<file path="src/rtl/operand_fwd_ctrl.sv">
// Operand-forwarding control for the EX-stage operand muxes.
// Keeps a 3-deep writer scoreboard (EX/MEM/WB) and issues registered mux selects plus a load-use stall.
module operand_fwd_ctrl #(
    parameter int unsigned REG_AW   = 4,
    parameter int unsigned ZERO_REG = 0
) (
    input  logic              clk,
    input  logic              rst_n,
    input  logic              id_valid,
    input  logic [REG_AW-1:0] id_rs,
    input  logic [REG_AW-1:0] id_rt,
    input  logic              id_uses_rt,
    input  logic              id_use_imm,
    input  logic [REG_AW-1:0] id_rd,
    input  logic              id_we,
    input  logic              id_is_load,
    input  logic              flush,
    output logic [1:0]        sel_a,
    output logic [1:0]        sel_b,
    output logic              stall
);

    typedef struct packed {
        logic              valid;
        logic              we;
        logic              load;
        logic [REG_AW-1:0] rd;
    } sb_entry_t;

    typedef enum logic [1:0] {
        SEL_REGFILE = 2'b00,
        SEL_EXMEM   = 2'b01,
        SEL_MEMWB   = 2'b10,
        SEL_IMM     = 2'b11
    } sel_t;

    localparam logic [REG_AW-1:0] ZR = REG_AW'(ZERO_REG);

    sb_entry_t r_ex, r_mem, r_wb;
    sel_t      r_sel_a, r_sel_b;

    logic w_ex_live, w_mem_live;
    logic w_rs_ex_hit, w_rt_ex_hit;
    logic w_accept;
    sel_t w_sel_a, w_sel_b;

    assign w_ex_live  = r_ex.valid  && r_ex.we  && (r_ex.rd  != ZR);
    assign w_mem_live = r_mem.valid && r_mem.we && (r_mem.rd != ZR);

    assign w_rs_ex_hit = w_ex_live && (r_ex.rd == id_rs);
    assign w_rt_ex_hit = w_ex_live && (r_ex.rd == id_rt);

    assign stall = id_valid && !flush && w_ex_live && r_ex.load &&
                   (w_rs_ex_hit || (id_uses_rt && w_rt_ex_hit));

    assign w_accept = id_valid && !stall && !flush;

    // EX hit beats MEM hit: the younger writer holds the current value.
    // A load still in EX never forwards; it is covered by the stall instead.
    always_comb begin
        w_sel_a = SEL_REGFILE;
        if (id_rs == ZR)
            w_sel_a = SEL_REGFILE;
        else if (w_rs_ex_hit && !r_ex.load)
            w_sel_a = SEL_EXMEM;
        else if (w_mem_live && (r_mem.rd == id_rs))
            w_sel_a = SEL_MEMWB;
    end

    always_comb begin
        w_sel_b = SEL_REGFILE;
        if (id_use_imm)
            w_sel_b = SEL_IMM;
        else if (!id_uses_rt || (id_rt == ZR))
            w_sel_b = SEL_REGFILE;
        else if (w_rt_ex_hit && !r_ex.load)
            w_sel_b = SEL_EXMEM;
        else if (w_mem_live && (r_mem.rd == id_rt))
            w_sel_b = SEL_MEMWB;
    end

    always_ff @(posedge clk or negedge rst_n) begin
        if (!rst_n) begin
            r_ex    <= '0;
            r_mem   <= '0;
            r_wb    <= '0;
            r_sel_a <= SEL_REGFILE;
            r_sel_b <= SEL_REGFILE;
        end else begin
            r_mem <= r_ex;
            r_wb  <= r_mem;
            if (w_accept) begin
                r_ex    <= '{valid: 1'b1, we: id_we, load: id_is_load, rd: id_rd};
                r_sel_a <= w_sel_a;
                r_sel_b <= w_sel_b;
            end else begin
                r_ex    <= '0;
                r_sel_a <= SEL_REGFILE;
                r_sel_b <= SEL_REGFILE;
            end
        end
    end

    assign sel_a = r_sel_a;
    assign sel_b = r_sel_b;

    // WB never forwards (regfile writes in the first half-cycle); it only mirrors MEM one clock later.
    a_wb_follows_mem: assert property (@(posedge clk) disable iff (!rst_n) r_wb == $past(r_mem));

endmodule

</file>
<file path="config.mk">
export PLATFORM = sky130hd
export DESIGN_NAME = operand_fwd_ctrl
export DESIGN_NICKNAME = d
export VERILOG_FILES = /design/src/rtl/operand_fwd_ctrl.sv
export SDC_FILE = /design/constraint.sdc
export NUM_CORES = 1
export LEC_CHECK = 0
export CAP_MARGIN = 20
export CORE_UTILIZATION = 45
export CTS_BUF_LIST = sky130_fd_sc_hd__clkbuf_8
export CTS_CLUSTER_DIAMETER = 120
export DETAILED_ROUTE_END_ITERATION = 6
export HOLD_SLACK_MARGIN = 0.05
export PLACE_DENSITY = 0.88
export SETUP_SLACK_MARGIN = 0.3
export SKIP_CTS_REPAIR_TIMING = 1
export SLEW_MARGIN = 20
export SYNTH_ARGS = -nofsm -noshare
export SYNTH_HDL_FRONTEND = slang
export SYNTH_SLANG_ARGS = --single-unit
</file>
<file path="constraint.sdc">
create_clock -name clk -period 1.7 [get_ports clk]
set_clock_uncertainty 0.15 [all_clocks]
set_input_delay 0.17 -clock clk [delete_from_list [all_inputs] [get_ports clk]]
set_output_delay 0.17 -clock clk [all_outputs]
set_load 0.02 [all_outputs]
</file>
---- After elaboration in Yosys (flattened, before gate mapping) ----
Cells that the tools add are included.
storage, ports and cells
  latch bits .............................. 0
  input port bits ......................... 20
  RAM bits ................................ 0
  flip-flop bits (word level) ............. 17
  memories ................................ 0
  bits in read-only memories .............. 0
operators by class
  eq/ne operators ......................... 4
  div/mod/pow operators ................... 0
  muxes and demuxes ....................... 10
  shifts and indexed selects .............. 0
  bitwise logic cells ..................... 0
  order comparisons ....................... 0
  add/sub/neg operators ................... 0
  reductions and logical operators ........ 27
  multiply operators ...................... 0
operators with widths
  kind                 count
  2-bit 2-to-1 mux     9
  1-bit logical AND    17
  4-bit equality test  4
  4-bit logical NOT    2
  4-bit nonzero test   2
  7-bit 2-to-1 mux     1
  1-bit logical NOT    4
  1-bit logical OR     2

---- Depth between registers and ports, before layout ----
  word-level depth ........................ 10
  mapped depth ............................ 5
  gate-level depth less buffers ........... 4

---- Worst setup path before layout ----
Ideal clock, no wire load.
  kind .................................... register to output
  start point ............................. register r_ex[0] in the netlist's numbering
  end point ............................... output port stall
  buffers on the path ..................... 1
  required time ........................... 1380 ps
  arrival time ............................ 1590 ps
  cell stages (with the launch flop) ...... 6
  setup slack ............................. -210 ps
  cell sequence ........................... dfrtp_1 -> or4_4 -> nand4b_4 -> nor4_4 -> buf_6 -> or2_1
on the way
  longest elaborated chain between the ends .. 6
  elaborated cells on any way between the ends .. 11
  those cells by class .................... 2 x eq/ne; 9 x reduce/logical
ends and longest elaborated chain
  what                    RTL line  source
  from (decl)             39        sb_entry_t r_ex, r_mem, r_wb;
  from (signal assigned)  93        r_ex <= '{valid: 1'b1, we: id_we, load: id_is_load, rd: id_rd};
  4-bit nonzero test      47        assign w_ex_live = r_ex.valid && r_ex.we && (r_ex.rd != ZR);
  1-bit logical AND       47
  1-bit logical AND       51        assign w_rt_ex_hit = w_ex_live && (r_ex.rd == id_rt);
  1-bit logical AND       54        (w_rs_ex_hit || (id_uses_rt && w_rt_ex_hit));
  1-bit logical OR        54
  1-bit logical AND (*)   53        assign stall = id_valid && !flush && w_ex_live && r_ex.load &&
  to (decl)               20        output logic stall
Mark *: on every way between the ends. The rest lies on a longest branch, timed or not.

---- Final worst setup path ----
  start point ............................. register r_ex[1] in the netlist's numbering
  end point ............................... output port stall
The elaborated chain is that of the path after synthesis.

==> metrics.md <==
| Metric | Value |
|---|---|
| Number of synthesized register bits | `17` |
| Inst Count DP | `153` |
| Routed vias/inst | `4.93` |
| TritonCTS Sinks | `17` |
| Drt first pass iters | `4` |
| Worst path required time | `1.38 ns` |
| Site Rows | `16` |
| Port buffer count | `24` |
| RSZ-0062 raised after global routing | `yes` |
| Post-synth cell types | `25` |
| Synth Instances | `80` |
| Initial core utilization | `0.491` |
| Iteration-0 DRC Markers | `9` |
| Post-synthesis instance area | `982 µm²` |
| Length of routed wiring on met1 | `1010 µm` |
| Most common cell after layout, fill and taps aside | `buf_4` |
| Die Area | `2370 µm²` |
| Root Driver | `clkbuf_8` |
| Final nets | `156` |
| Antenna cells | `0` |
| Filler instances | `107` |
| Static Leak | `0.763 nW` |
| Highest clock rate | `0.481 GHz` |
| Antenna viol nets, final | `0` |
| Area of the core | `2000 µm²` |
| VDD IR max | `0.609 mV` |
| Final Wtd Congestion | `0.841` |
| CP max FO | `2` |
| Multi-input logic area | `572 µm²` |
| Total CTS buffers | `3` |
| Crit Reg-Reg Startpoint | `r_ex[1]$_DFF_PN0_` |
| Fin. Hold Viols | `0` |
| Gr ovfl total | `0` |
| Setup slack, reg-to-reg | `-0.18 ns` |
| Status | `complete, but fails checks` |
| Commonest cells after routing, fill and taps aside | `buf_4, clkdlybuf4s50_1, dfrtp_1` |
| Clock transition at path regs | `0.07 ns` |
| Tot GR Track Use | `0.221` |
| Max-slew headroom | `0.716` |
| R2r endpoint | `sel_a[1]$_DFF_PN0_` |
| Area growth syn-to-layout | `62.5%` |
| Post-route setup slack | `-0.381 ns` |
| Failing checks | `setup timing` |
| Worst Reg-to-Reg Cells | `6` |
| Register area | `425 µm²` |
| Total of max-cap violations | `0` |
| Startpoint types | `flop` |
| Tmin final | `2.08 ns` |
| Met2 wire len | `1310 µm` |
| Period utilisation layout | `1.22` |
| Clock tree buffer depth | `2` |
| YS warnings | `0` |
| Final setup viols | `12` |
| Post-route insts no fill | `162` |
| H-tree Lvls | `1` |
| Via Count | `799` |
| Metal3 WL | `79 µm` |
| CTS tree | `done` |
| Power Dens Cells | `585 nW/µm²` |
| Tightest Pin Transition | `0.421 ns` |
| CP endpoint kind | `output port` |
| Io pins | `25` |
| First-pass GRT wire length | `3870 µm` |
| Slew Limit Fails | `0` |
| Hpwl dp | `1750 µm` |
| Top Metal Used | `met4` |
| Routed length per instance | `15.0 µm` |
| Critical Setup Path Class | `flop to output port` |
| Residual DRC | `0` |
| Initial antenna violation count | `0` |
| Die width | `48.7 µm` |
| Synthesized area per cell | `12.3 µm²` |
| Setup TNS | `-1.42 ns` |
| Syn nets | `100` |
| Worst hold path type | `primary input to asynchronous set/reset pin` |
| Vias in the first global route | `859` |
| Die height | `48.7 µm` |
| Layout cells sized above 1 | `0.415` |
| Largest net degree at the start of global routing | `18` |
| Sequential share of the synthesized area | `0.433` |
| WL final | `2440 µm` |
| Post-Place Setup Slack | `-0.630 ns` |
| Worst Path Arrival | `1.76 ns` |
| Latest clock arrival within the worst-skew pair | `0.25 ns` |
==> through the flow <==
stage                     hold slack (ns)  utilization  power [mW]  cell area, µm²
after CTS                           0.100        0.734       0.926            1470
final                              0.0968        0.798       0.934            1600
after floorplan                    -0.276            -       0.517             985
after global placement              0.251        0.711       0.620            1420
after detailed placement            0.260        0.711       0.627            1420
after global routing                0.125        0.798       0.979            1600
==> layout make-up <==
type | instances | area share
inverters | 8 | 0.0188
clock buffers | 3 | 0.0259
well taps | 27 | 0.0212
flip-flops and latches | 17 | 0.266
multi-input cells | 53 | 0.358
clock inverters | 1 | 0.00313
repair buffers | 53 | 0.306
==> per-layer routing <==
| layer | vias up | global-route usage |
|---|---|---|
| li1 | 391 | - |
| met1 | 379 | 0.275 |
| met2 | 23 | 0.370 |
| met3 | 6 | 0.0472 |
| met4 | 0 | 0.0882 |
| met5 | - | 0 |
==> synthesized netlist by cell type (all sizes together) <==
cell type	n	share of area
xnor2	8	0.071
nor3b	1	0.0076
nor2	1	0.0038
or2	1	0.0064
nand2	6	0.023
inv	8	0.031
xor2	7	0.062
o41ai	1	0.0089
o31ai	1	0.0076
nand4b	1	0.024
nand2b	1	0.0064
dfrtp	17	0.43
buf	1	0.011
a21oi	1	0.0051
nor4b	1	0.015
a2111oi	1	0.028
nor4	12	0.17
nand3b	2	0.015
or4	1	0.011
nand3	1	0.010
o211ai	1	0.022
nor3	5	0.025
clkbuf	1	0.0038
==> sequential cells by signal, indices dropped and copies added, names as in the netlist <==
signal	flops
sel_b	2
r_ex	7
sel_a	2
r_mem	6
==> worst max-delay path by stage <==
stage | startpoint | end | slack (ns) | cells after the start
after global routing | r_ex[1]$_DFF_PN0_ | stall | -0.43 | 5
after global placement | id_rt[2] | stall | -0.55 | 6
after floorplan | r_ex[0]$_DFF_PN0_ | stall | -0.18 | 5
final | r_ex[1]$_DFF_PN0_ | stall | -0.38 | 5
after CTS | r_ex[0]$_DFF_PN0_ | stall | -0.80 | 5
after detailed placement | id_rt[2] | stall | -0.63 | 6
==> power breakdown <==
group	switching (mW)	total (mW)	internal [mW]
clock	0.136	0.299	0.162
combinational	0.0917	0.204	0.112
sequential	0.0129	0.432	0.419
==> critical path, cell delays in order (launching register included) <==
cell	delay, ns
dfrtp_1	0.37
or4_4	0.58
nand3_4	0.11
nor4_4	0.05
or2_4	0.26
buf_6	0.13
==> logic make-up (layout without fill, tap and decap cells) <==
logic type,count (synthesis),after routing,synth area share
AO/OA/AOI/OAI,5,5,0.0713
buffers and inverters,10,65,0.0459
AND/OR/NAND/NOR,33,33,0.316
flip-flops,17,17,0.433
XOR/XNOR,15,15,0.134
Power figures use the tool's default switching activity.
